<file path="config.mk">
export PLATFORM = sky130hd
export DESIGN_NAME = arithmetic_encoder
export DESIGN_NICKNAME = d
export VERILOG_FILES = /design/src/rtl/arith_encoder_pkg.sv /design/src/rtl/arith_renorm.sv /design/src/rtl/arithmetic_encoder.sv
export SDC_FILE = /design/constraint.sdc
export NUM_CORES = 1
export LEC_CHECK = 0
export ABC_AREA = 1
export CAP_MARGIN = 20
export CELL_PAD_IN_SITES_DETAIL_PLACEMENT = 1
export CELL_PAD_IN_SITES_GLOBAL_PLACEMENT = 2
export CORE_MARGIN = 1
export CORE_UTILIZATION = 36
export CTS_CLUSTER_DIAMETER = 200
export DETAILED_ROUTE_END_ITERATION = 8
export GPL_TIMING_DRIVEN = 0
export PLACE_DENSITY_LB_ADDON = 0.1
export SLEW_MARGIN = 20
export SYNTH_ARGS = -nofsm -noshare
export SYNTH_HDL_FRONTEND = slang
export SYNTH_SLANG_ARGS = --single-unit
</file>
<file path="constraint.sdc">
create_clock -name general_clk -period 11.6 [get_ports general_clk]
set_input_delay 2.32 -clock general_clk [delete_from_list [all_inputs] [get_ports general_clk]]
set_output_delay 2.32 -clock general_clk [all_outputs]
set_load 0.01 [all_outputs]
</file>
<file path="src/rtl/arith_encoder_pkg.sv">
// Shared constants, the stage-1 register layout and the min-prob term
// table contents for the od_ec style multi-symbol arithmetic encoder.
// No ports; imported by arithmetic_encoder and arith_renorm.
package arith_encoder_pkg;

    localparam int GENERAL_RANGE_WIDTH    = 16;
    localparam int GENERAL_LOW_WIDTH      = 24;
    localparam int GENERAL_SYMBOL_WIDTH   = 4;
    localparam int GENERAL_LUT_ADDR_WIDTH = 8;
    localparam int GENERAL_LUT_DATA_WIDTH = 16;
    localparam int GENERAL_D_SIZE         = 4;

    localparam int EC_PROB_SHIFT = 6;
    localparam int EC_MIN_PROB   = 4;
    localparam int CDF_PROB_TOP  = 32768;

    // One spare bit above low so the carry out of low + (rng - u) survives
    // until the flush mask decides whether it is kept.
    localparam int LOW_SUM_WIDTH = GENERAL_LOW_WIDTH + 1;
    localparam int CNT_WIDTH     = 6;
    localparam int LUT_DEPTH     = 1 << GENERAL_LUT_ADDR_WIDTH;
    localparam int PROB_WIDTH    = GENERAL_RANGE_WIDTH - EC_PROB_SHIFT;

    localparam logic [GENERAL_RANGE_WIDTH-1:0] RANGE_RESET = 16'h8000;
    localparam logic signed [CNT_WIDTH-1:0]    CNT_RESET   = -6'sd9;

    typedef struct packed {
        logic [PROB_WIDTH-1:0]             a;     // fl >> 6
        logic [PROB_WIDTH-1:0]             b;     // fh >> 6
        logic                              flag;  // fl < 32768 (symbol is not the first)
        logic [GENERAL_LUT_DATA_WIDTH-1:0] tu;    // 4*(N-(s-1))
        logic [GENERAL_LUT_DATA_WIDTH-1:0] tv;    // 4*(N-s)
        logic                              valid;
    } stage1_t;

    // Table entry at address {N, k} is 4*(N-k). Entries with k > N are
    // never addressed by a legal symbol and simply wrap.
    function automatic logic [GENERAL_LUT_DATA_WIDTH-1:0] min_prob_term(
        input logic [GENERAL_LUT_ADDR_WIDTH-1:0] addr
    );
        return GENERAL_LUT_DATA_WIDTH'(EC_MIN_PROB * (int'(addr[7:4]) - int'(addr[3:0])));
    endfunction

endpackage

</file>
<file path="src/rtl/arith_renorm.sv">
// Combinational renormalization for the arithmetic encoder.
// Ports:
//   r_in     new range before normalization (never zero)
//   low_in   new low before flush masking (one carry bit above LOW_WIDTH)
//   cnt_in   signed bit counter of the coder
//   rng_out  range shifted so its MSB is set
//   low_out  low after flush masking and the same shift, truncated
//   cnt_out  updated signed bit counter
module arith_renorm
    import arith_encoder_pkg::*;
(
    input  logic [GENERAL_RANGE_WIDTH-1:0]  r_in,
    input  logic [LOW_SUM_WIDTH-1:0]        low_in,
    input  logic signed [CNT_WIDTH-1:0]     cnt_in,
    output logic [GENERAL_RANGE_WIDTH-1:0]  rng_out,
    output logic [GENERAL_LOW_WIDTH-1:0]    low_out,
    output logic signed [CNT_WIDTH-1:0]     cnt_out
);

    logic [GENERAL_D_SIZE-1:0]    d;
    logic signed [CNT_WIDTH-1:0]  d_s;
    logic signed [CNT_WIDTH-1:0]  s2;
    logic signed [CNT_WIDTH-1:0]  c;
    logic [LOW_SUM_WIDTH-1:0]     mask;
    logic [LOW_SUM_WIDTH-1:0]     low_m;

    // Leading-zero count: the highest set bit is visited last and wins.
    always_comb begin
        d = 4'd15;
        for (int i = 0; i < GENERAL_RANGE_WIDTH; i++) begin
            if (r_in[i]) begin
                d = 4'(15 - i);
            end
        end
    end

    // When the counter crosses zero, one or two bytes would leave the
    // coder; they are dropped here and only their bits are cleared from low.
    always_comb begin
        d_s     = $signed({2'b00, d});
        s2      = cnt_in + d_s;
        c       = cnt_in + 6'sd16;
        mask    = '1;
        low_m   = low_in;
        cnt_out = s2;
        if (s2 >= 0) begin
            mask = (LOW_SUM_WIDTH'(1) << c) - LOW_SUM_WIDTH'(1);
            if (s2 >= 6'sd8) begin
                low_m = low_m & mask;
                c     = c - 6'sd8;
                mask  = mask >> 8;
            end
            cnt_out = c + d_s - 6'sd24;
            low_m   = low_m & mask;
        end
        rng_out = r_in << d;
        low_out = GENERAL_LOW_WIDTH'(low_m << d);
    end

endmodule

</file>
<file path="src/rtl/arithmetic_encoder.sv">
// Three-stage od_ec (Q15 inverse CDF) multi-symbol arithmetic encoder core.
// Stage 1 registers the scaled CDF bounds and min-prob terms, stage 2 is
// the single-cycle rng/low/cnt update loop, stage 3 registers the outputs.
// Ports:
//   general_clk     clock, rising edge
//   reset           asynchronous active-high reset
//   general_fl      icdf[s-1] (32768 for s = 0)
//   general_fh      icdf[s]
//   general_symbol  symbol index s
//   general_nsyms   alphabet size (N = nsyms - 1)
//   RANGE_OUTPUT    registered range after renormalization
//   LOW_OUTPUT      registered low after flush masking and shift
module arithmetic_encoder
    import arith_encoder_pkg::*;
(
    input  logic                              general_clk,
    input  logic                              reset,
    input  logic [GENERAL_RANGE_WIDTH-1:0]    general_fl,
    input  logic [GENERAL_RANGE_WIDTH-1:0]    general_fh,
    input  logic [GENERAL_SYMBOL_WIDTH-1:0]   general_symbol,
    input  logic [GENERAL_SYMBOL_WIDTH:0]     general_nsyms,
    output logic [GENERAL_RANGE_WIDTH-1:0]    RANGE_OUTPUT,
    output logic [GENERAL_LOW_WIDTH-1:0]      LOW_OUTPUT
);

    logic [GENERAL_LUT_DATA_WIDTH-1:0] min_prob_rom [LUT_DEPTH];

    for (genvar gi = 0; gi < LUT_DEPTH; gi++) begin : g_rom
        assign min_prob_rom[gi] = min_prob_term(GENERAL_LUT_ADDR_WIDTH'(gi));
    end

    stage1_t                           stage1_d, stage1_q;
    logic [GENERAL_SYMBOL_WIDTH-1:0]   n_sym;
    logic [GENERAL_LUT_ADDR_WIDTH-1:0] tu_addr, tv_addr;

    logic [GENERAL_RANGE_WIDTH-1:0]    rng_d, rng_q;
    logic [GENERAL_LOW_WIDTH-1:0]      low_d, low_q;
    logic signed [CNT_WIDTH-1:0]       cnt_d, cnt_q;
    logic [GENERAL_RANGE_WIDTH-1:0]    range_out_d, range_out_q;
    logic [GENERAL_LOW_WIDTH-1:0]      low_out_d, low_out_q;

    logic [7:0]                        q_val;
    logic [17:0]                       prod_a, prod_b, u_val, v_val;
    logic [LOW_SUM_WIDTH-1:0]          low_sum;
    logic [GENERAL_RANGE_WIDTH-1:0]    r_new, rng_norm;
    logic [GENERAL_LOW_WIDTH-1:0]      low_norm;
    logic signed [CNT_WIDTH-1:0]       cnt_norm;

    // TU is fetched from {N, s-1}, which holds 4*(N-(s-1)). For s = 0 the
    // address wraps, but TU is only used when fl < 32768, i.e. s > 0. TV
    // comes from {N, s}, so s = N correctly yields 0 without wrapping.
    always_comb begin
        n_sym           = 4'(general_nsyms - 5'd1);
        tu_addr         = {n_sym, 4'(general_symbol - 4'd1)};
        tv_addr         = {n_sym, general_symbol};
        stage1_d        = '0;
        stage1_d.a      = PROB_WIDTH'(general_fl >> EC_PROB_SHIFT);
        stage1_d.b      = PROB_WIDTH'(general_fh >> EC_PROB_SHIFT);
        stage1_d.flag   = (general_fl < 16'(CDF_PROB_TOP));
        stage1_d.tu     = min_prob_rom[tu_addr];
        stage1_d.tv     = min_prob_rom[tv_addr];
        stage1_d.valid  = 1'b1;
    end

    always_comb begin
        q_val  = rng_q[15:8];
        prod_a = 18'(q_val) * 18'(stage1_q.a);
        prod_b = 18'(q_val) * 18'(stage1_q.b);
        u_val  = (prod_a >> 1) + 18'(stage1_q.tu);
        v_val  = (prod_b >> 1) + 18'(stage1_q.tv);
        if (stage1_q.flag) begin
            low_sum = LOW_SUM_WIDTH'(low_q) + LOW_SUM_WIDTH'(rng_q) - LOW_SUM_WIDTH'(u_val);
            r_new   = 16'(u_val - v_val);
        end else begin
            low_sum = LOW_SUM_WIDTH'(low_q);
            r_new   = 16'(18'(rng_q) - v_val);
        end
    end

    arith_renorm u_renorm (
        .r_in    (r_new),
        .low_in  (low_sum),
        .cnt_in  (cnt_q),
        .rng_out (rng_norm),
        .low_out (low_norm),
        .cnt_out (cnt_norm)
    );

    always_comb begin
        rng_d = rng_q;
        low_d = low_q;
        cnt_d = cnt_q;
        if (stage1_q.valid) begin
            rng_d = rng_norm;
            low_d = low_norm;
            cnt_d = cnt_norm;
        end
        range_out_d = rng_q;
        low_out_d   = low_q;
    end

    always_ff @(posedge general_clk or posedge reset) begin
        if (reset) begin
            stage1_q    <= '0;
            rng_q       <= RANGE_RESET;
            low_q       <= '0;
            cnt_q       <= CNT_RESET;
            range_out_q <= RANGE_RESET;
            low_out_q   <= '0;
        end else begin
            stage1_q    <= stage1_d;
            rng_q       <= rng_d;
            low_q       <= low_d;
            cnt_q       <= cnt_d;
            range_out_q <= range_out_d;
            low_out_q   <= low_out_d;
        end
    end

    assign RANGE_OUTPUT = range_out_q;
    assign LOW_OUTPUT   = low_out_q;

endmodule

</file>
Word-level counts from Yosys, hierarchy flattened
Memories as Yosys holds them, arrays and structs flattened. A register that Yosys moved wholly into a read port is not among the register bits.
Cells that the tools add are included.
Cells by class
  $add $sub $neg: 14
  multiply operators: 2
  $lt $le $gt $ge: 3
  shifts and indexed selects: 3
  mux-type cells: 25
  bitwise logic cells: 4
Operators by type and width (count)
  $mux 25: 6
  $mux 4: 14
  $and 25x25->25: 2
  $sub 16x16->16: 2
  $add 24x16->25: 1
  $shl 1x6->25 const A: 1
  $shl 25x4->24: 1
  $sub 25x18->25: 1
  $sub 25x2->25 const B: 1
  $add 17x16->18: 1
  $mul 8x10->18: 1
  $mux 6: 3
  $not 8->9: 2
  $mul 8x10->17: 1
  $add 16x16->16: 1
  $lt 16x16->1 const B: 1
  $mux 16: 1
  $shl 16x4->16: 1
  $add 6x5->6: 2
  $sub 4x1->4 const B: 2
  $add 6x6->6 const B: 1
  $ge 6x1->1 const B: 1
  $ge 6x5->1 const B: 1
  $sub 6x5->6 const B: 1
  other kinds (2): 2
Word-level totals
  register bits after elaboration: 108
  ROM bits: 8192
  input port bits: 43
  output and inout port bits: 40
  logic and storage cells: 62
  memories: 2
Memories
  (name not given): depth 256, width 16, read ports 1, clocked after memory_dff 1, wr ports 0, line arithmetic_encoder.sv:61  | stage1_d.tv = min_prob_rom[tv_addr];
  (name not given): depth 256, width 16, read ports 1, clocked after memory_dff 1, wr ports 0, line arithmetic_encoder.sv:60  | stage1_d.tu = min_prob_rom[tu_addr];

Depth between registers and ports, before layout
  word-level depth: 26
  mapped depth: 61

By module
From an unflattened synthesis, not the netlist that was laid out.
Second synthesis, totals
  cell total of the unflattened synthesis: 2582
  area total of the unflattened synthesis: 17773.3 um^2
By module, submodules not included
  arithmetic_encoder: instances 1, cells an instance 1869, area an instance 14335.0 um^2
  arith_renorm: instances 1, cells an instance 713, area an instance 3438.3 um^2

Worst setup path before layout
Ideal clock, no wire load.
  kind: register -> register
  start: register rng_q[15] (netlist: range_out_d[15])
  end: register cnt_q[5]
  setup time: 81 ps
  arrival time: 9466 ps
  setup slack: 2054 ps
  stages on the path, launching flop included: 55
  buffers on the path: 3
  path through: dfstp_2 clkbuf_1 nand2_1 fa_1 fa_1 inv_1 fa_1 inv_1 fa_1 inv_1 ha_1 a21oi_1 a21boi_2 xor2_1 ha_1 inv_1 o21bai_1 a21oi_1 (+19 left out) nand2_1 o21bai_1 nand2_1 a21oi_1 nand2_1 nand2_2 nand2_1 buf_2 xor2_1 ha_1 inv_1 ha_1 nand3_1 nand2_1 xnor2_1 a21oi_1 nor2_1 a32oi_1
On the way
  cells in the longest elaborated chain, start to end: 21
  elaborated cells on any way between the ends: 25
Ends and longest elaborated chain
  start: declaration: line arithmetic_encoder.sv:36  | logic [GENERAL_RANGE_WIDTH-1:0] rng_d, rng_q;
  start signal: assignment: line arithmetic_encoder.sv:112  | rng_q <= rng_d;
  $mul 8x10->18 or $mul 8x10->17 (tied branches): line arithmetic_encoder.sv:67, arithmetic_encoder.sv:68
  $add 17x16->18 or $add 16x16->16 (tied branches): line arithmetic_encoder.sv:69, arithmetic_encoder.sv:70
  $sub 16x16->16, on equally long branches: line arithmetic_encoder.sv:73, arithmetic_encoder.sv:76
  $mux 16 *: line arithmetic_encoder.sv:71  | if (stage1_q.flag) begin
  $mux 4 (9 in series): line arith_renorm.sv:31  | if (r_in[i]) begin
  $mux 4 *: line arith_renorm.sv:31
  $add 6x5->6: line arith_renorm.sv:41  | s2 = cnt_in + d_s;
  $ge 6x5->1: line arith_renorm.sv:48  | if (s2 >= 6'sd8) begin
  $mux 6: line arith_renorm.sv:48
  $mux 6: line arith_renorm.sv:46  | if (s2 >= 0) begin
  $add 6x5->6: line arith_renorm.sv:53  | cnt_out = c + d_s - 6'sd24;
  $sub 6x6->6: line arith_renorm.sv:53
  $mux 6 *: line arith_renorm.sv:46
  end signal: assignment: line arithmetic_encoder.sv:114  | cnt_q <= cnt_d;
  end: declaration: line arithmetic_encoder.sv:38  | logic signed [CNT_WIDTH-1:0] cnt_d, cnt_q;
Mark *: on every way between the ends. The rest lies on a longest branch, timed or not. The select of a mux whose other input is x is not followed.
A chain may end at the register's enable or synchronous reset.

Worst setup path after layout
Ends and elaborated chain as after synthesis.

==> implementation parameters <==
Parameter                              Value

Timing
  Final setup violation count    0
  Clock Skew    17.7 ps
  Hold slack    423 ps
  Peak clock frequency supported by timing    0.0916 GHz
  Min Clock Period, post-route    10920 ps
  Normalized max-slew margin    0.345
  Final clock period utilization by the worst path    0.942
  Least-Margin Pin Slew    973 ps
  Count of pins over their slew limit    0
  Hold violation count in the final report    0
  Setup TNS    0 ps

Die
  Ports placed on the boundary    83
  Die span in x    220 um
  Effective utilization at floorplan    0.365
  Die Span Y    220 um
  Die area    48200 um2
  Core outline area    46700 um2
  Cell row count    79

Clock network
  CTS H-tree depth    4
  Number of buffers inserted during clock tree synthesis    17
  Post-CTS Hold Buffers    0
  Insertion delay of the later-clocked pin in the worst-skew pair    500 ps
  Clk buf depth    2
  Total clock sinks    118
  Clock transition at path regs    80 ps
  TritonCTS clock tree    built
  Root buffer cell    sky130_fd_sc_hd__clkbuf_16

Layout
  Antenna Diode Count    0
  Layout cell share with drive strength beyond 1    0.0690
  Final-layout fill cell count    5954
  Final std cells w/o fill    3159
  Relative area change from synthesis to final layout    13.4%
  Net count, final    2877

Worst setup path
  Worst endpoint data arrival time    11340 ps
  Endpoint type of the worst setup path    flop
  CP startpoint kind    flop
  WP data required    12020 ps
  Stage delay of the slowest cell on the critical path    650 ps
  Worst R2R Setup Slack    680 ps
  Capturing point of the worst reg2reg path    cnt_q[5]
  Most frequent CP cell    sky130_fd_sc_hd__nand2_1
  Worst Setup Path Type    flop to flop
  Largest fanout on the critical path    10
  Master of the slowest instance on the critical path    sky130_fd_sc_hd__dfstp_2
  Worst Reg-to-Reg Cells    55
  Critical R2R Launch    range_out_d[15]

Synthesis
  Syn Area/Cell    6.98 um2
  Flip-flop and latch count after synthesis    118
  Count of flip-flops with a built-in enable after synthesis    0
  Cell count after synthesis    2440
  Synthesized Nets    2778
  Most instantiated flip-flop cell in the synthesis netlist    sky130_fd_sc_hd__dfrtp_1
  Warnings, synthesis    0
  Total standard cell area after synthesis    17000 um2
  Register area share after synthesis    0.174
  Async SR Flop Fraction    1.00
  Number of different library cells in the post-synthesis netlist    62

Routing
  Mean routed wirelength per cell    20.6 um
  Number of design-rule violations left by the first detailed-router iteration    1083
  Total Routed Length    65.1 mm
  Number of nets still failing antenna checks after routing    0
  Length of the first detailed-routing pass in iterations    7
  Average via count per standard cell    5.34
  Post-route DRC violation count    10
  Number of vias in the routed layout    16.9k

Placed design
  Final estimated routing congestion in global placement    1.00
  Input/output buffers    68
  Placed wire-length estimate    53.6 mm
  Cell count after placement    3116

Status
  Failing checks    design-rule violations
  Status    finished, violations left

Global routing
  Gr usage total    0.279
  Total congestion overflow    0
  First-pass GRT wire length    100 mm
  Largest net degree at the start of global routing    94
  Antenna violations before repair    3
  Via count of the first global-routing pass    17.2k

Hold path
  End of the worst hold path    LOW_OUTPUT[6]
  Cell count of the worst hold path    0
  Worst hold-check path type    flop to flop
  Worst Min Path Start    low_out_d[6]

Job
  Max-cap violations    0
-- worst max-delay path, delay by kind of cell, from the launching register on --
family | cells | cell delay, ps
AND/OR/NAND/NOR | 19 | 2000
buffers and inverters | 12 | 1330
adder cells (fa/ha/maj) | 11 | 4240
XOR/XNOR | 6 | 1300
AO/OA/AOI/OAI | 7 | 1300
flip-flops | 1 | 650
-- routing by layer --
layer  GRT usage  part of all wire  vias to the layer above  routed length (um)
met5           0                 0                        -                   0
met4      0.0567            0.0093                        0                 607
met3      0.0781             0.075                       33                4870
met2       0.417              0.43                      358               28200
met1       0.398              0.48                     8470               31400
li1            -                 -                     7994                   -
-- synthesized netlist by cell type (3+ instances only) --
library cell                  n  area [um2]
sky130_fd_sc_hd__nor2_4       5        56.3
sky130_fd_sc_hd__clkbuf_2    17        85.1
sky130_fd_sc_hd__o21ai_0    103         515
sky130_fd_sc_hd__buf_6        7        78.8
sky130_fd_sc_hd__o22ai_1      3        18.8
sky130_fd_sc_hd__clkbuf_1    43         161
sky130_fd_sc_hd__a22oi_1      5        37.5
sky130_fd_sc_hd__dfstp_2      7         184
sky130_fd_sc_hd__o31ai_1      6        45.0
sky130_fd_sc_hd__o211ai_1    13        97.6
sky130_fd_sc_hd__nand4_1     18         113
sky130_fd_sc_hd__buf_4       11        82.6
sky130_fd_sc_hd__dfrtp_1    111        2780
sky130_fd_sc_hd__o2111ai_1    4        35.0
sky130_fd_sc_hd__a221oi_1     5        43.8
sky130_fd_sc_hd__buf_2       17        85.1
sky130_fd_sc_hd__inv_1      443        1660
sky130_fd_sc_hd__a31oi_1      8        50.1
sky130_fd_sc_hd__inv_2       11        41.3
sky130_fd_sc_hd__xnor2_1     27         236
sky130_fd_sc_hd__o21bai_1    15         113
sky130_fd_sc_hd__nand3b_1     5        37.5
sky130_fd_sc_hd__nor3_1      17        85.1
sky130_fd_sc_hd__nor4_1       3        18.8
sky130_fd_sc_hd__nand2_2      6        37.5
sky130_fd_sc_hd__nand2_1    550        2060
sky130_fd_sc_hd__o21ai_1     14        70.1
sky130_fd_sc_hd__and2_1       4        25.0
sky130_fd_sc_hd__a21oi_2      7        61.3
sky130_fd_sc_hd__xor2_1      60         526
sky130_fd_sc_hd__a21oi_1    122         611
sky130_fd_sc_hd__a21o_1       7        52.6
sky130_fd_sc_hd__nor2_1     102         383
sky130_fd_sc_hd__ha_1       178        2230
sky130_fd_sc_hd__nand3_1    333        1670
sky130_fd_sc_hd__fa_1       117        2340
sky130_fd_sc_hd__nand3_2      3        30.0
-- cells in the final DEF, fill, tap and decap left out, types with 6 or more instances in the layout --
cell / Yosys / layout
sky130_fd_sc_hd__nand2_1: 550 / 547
sky130_fd_sc_hd__inv_6: 0 / 8
sky130_fd_sc_hd__o211ai_1: 13 / 13
sky130_fd_sc_hd__nand3_1: 333 / 333
sky130_fd_sc_hd__clkdlybuf4s50_1: 0 / 68
sky130_fd_sc_hd__a31oi_1: 8 / 8
sky130_fd_sc_hd__xnor2_1: 27 / 26
sky130_fd_sc_hd__a21oi_1: 122 / 121
sky130_fd_sc_hd__a21o_1: 7 / 7
sky130_fd_sc_hd__clkbuf_2: 17 / 18
sky130_fd_sc_hd__clkbuf_16: 0 / 17
sky130_fd_sc_hd__a21oi_2: 7 / 7
sky130_fd_sc_hd__clkbuf_1: 43 / 30
sky130_fd_sc_hd__inv_2: 11 / 11
sky130_fd_sc_hd__xor2_1: 60 / 60
sky130_fd_sc_hd__nor2_1: 102 / 102
sky130_fd_sc_hd__nor3_1: 17 / 16
sky130_fd_sc_hd__o21ai_1: 14 / 18
sky130_fd_sc_hd__buf_4: 11 / 27
sky130_fd_sc_hd__nand2_2: 6 / 7
sky130_fd_sc_hd__o21bai_1: 15 / 14
sky130_fd_sc_hd__dfrtp_1: 111 / 106
sky130_fd_sc_hd__clkbuf_4: 0 / 8
sky130_fd_sc_hd__o31ai_1: 6 / 6
sky130_fd_sc_hd__buf_6: 7 / 7
sky130_fd_sc_hd__nand4_1: 18 / 18
sky130_fd_sc_hd__buf_2: 17 / 15
sky130_fd_sc_hd__o21ai_0: 103 / 99
sky130_fd_sc_hd__dfstp_2: 7 / 7
sky130_fd_sc_hd__ha_1: 178 / 174
sky130_fd_sc_hd__inv_1: 443 / 442
sky130_fd_sc_hd__fa_1: 117 / 117
-- flip-flops by register name, indices dropped and copies added, names as in the netlist --
register      flops
stage1_q         32
LOW_OUTPUT       24
low_out_d        24
RANGE_OUTPUT     16
range_out_d      16
cnt_q             6
-- cell families after synthesis --
group,count (synthesis),share of synthesized area
adders and majority gates,295,0.268
DFF,118,0.174
other,1,0.000220
buffers and inverters,553,0.130
AOI/OAI and AO/OA,325,0.109
and+or+nand+nor,1059,0.272
xor gates and xnor gates,89,0.0466
-- timing repair --
| action | CTS | global route |
|---|---|---|
| pin swaps | 0 | 7 |
| buffers inserted | 0 | 11 |
| resized for setup | 18 | 52 |
| endpoints found under the setup margin | 27 | 27 |
| hold endpoints to repair | 0 | 0 |
-- metrics by stage --
step / worst slack [ps] / area (um2) / utilization
after global placement: -477 / 18500 / 0.396
after detailed placement: -584 / 18500 / 0.397
after CTS: 96.8 / 19100 / 0.410
final: 677 / 19300 / 0.414
after floorplan: 2050 / 17000 / -
after global routing: -37.7 / 19300 / 0.414
-- worst max path at each step --
stage,from,endpoint,depth (start not counted)
2_1_floorplan,range_out_d[15],cnt_q[5],54
3_3_place_gp,range_out_d[15],cnt_q[5],53
3_5_place_dp,range_out_d[15],cnt_q[5],53
6_report,range_out_d[15],cnt_q[5],55
4_1_cts,range_out_d[15],cnt_q[5],53
5_1_grt,range_out_d[15],cnt_q[5],54
-- cell type report --
class,count,area (um2),area share
Sequential cell,118,2970,0.154
Tap cell,607,759,0.0393
Timing Repair Buffer,80,791,0.0409
Clock inverter,15,158,0.00816
Buffer,96,556,0.0288
Multi-Input combinational cell,1769,11900,0.618
Clock buffer,17,425,0.0220
Inverter,457,1730,0.0893
Power is left out: the tool's default activity adds up to more than one toggle a clock period on the data nets, which glitch-free logic cannot reach.
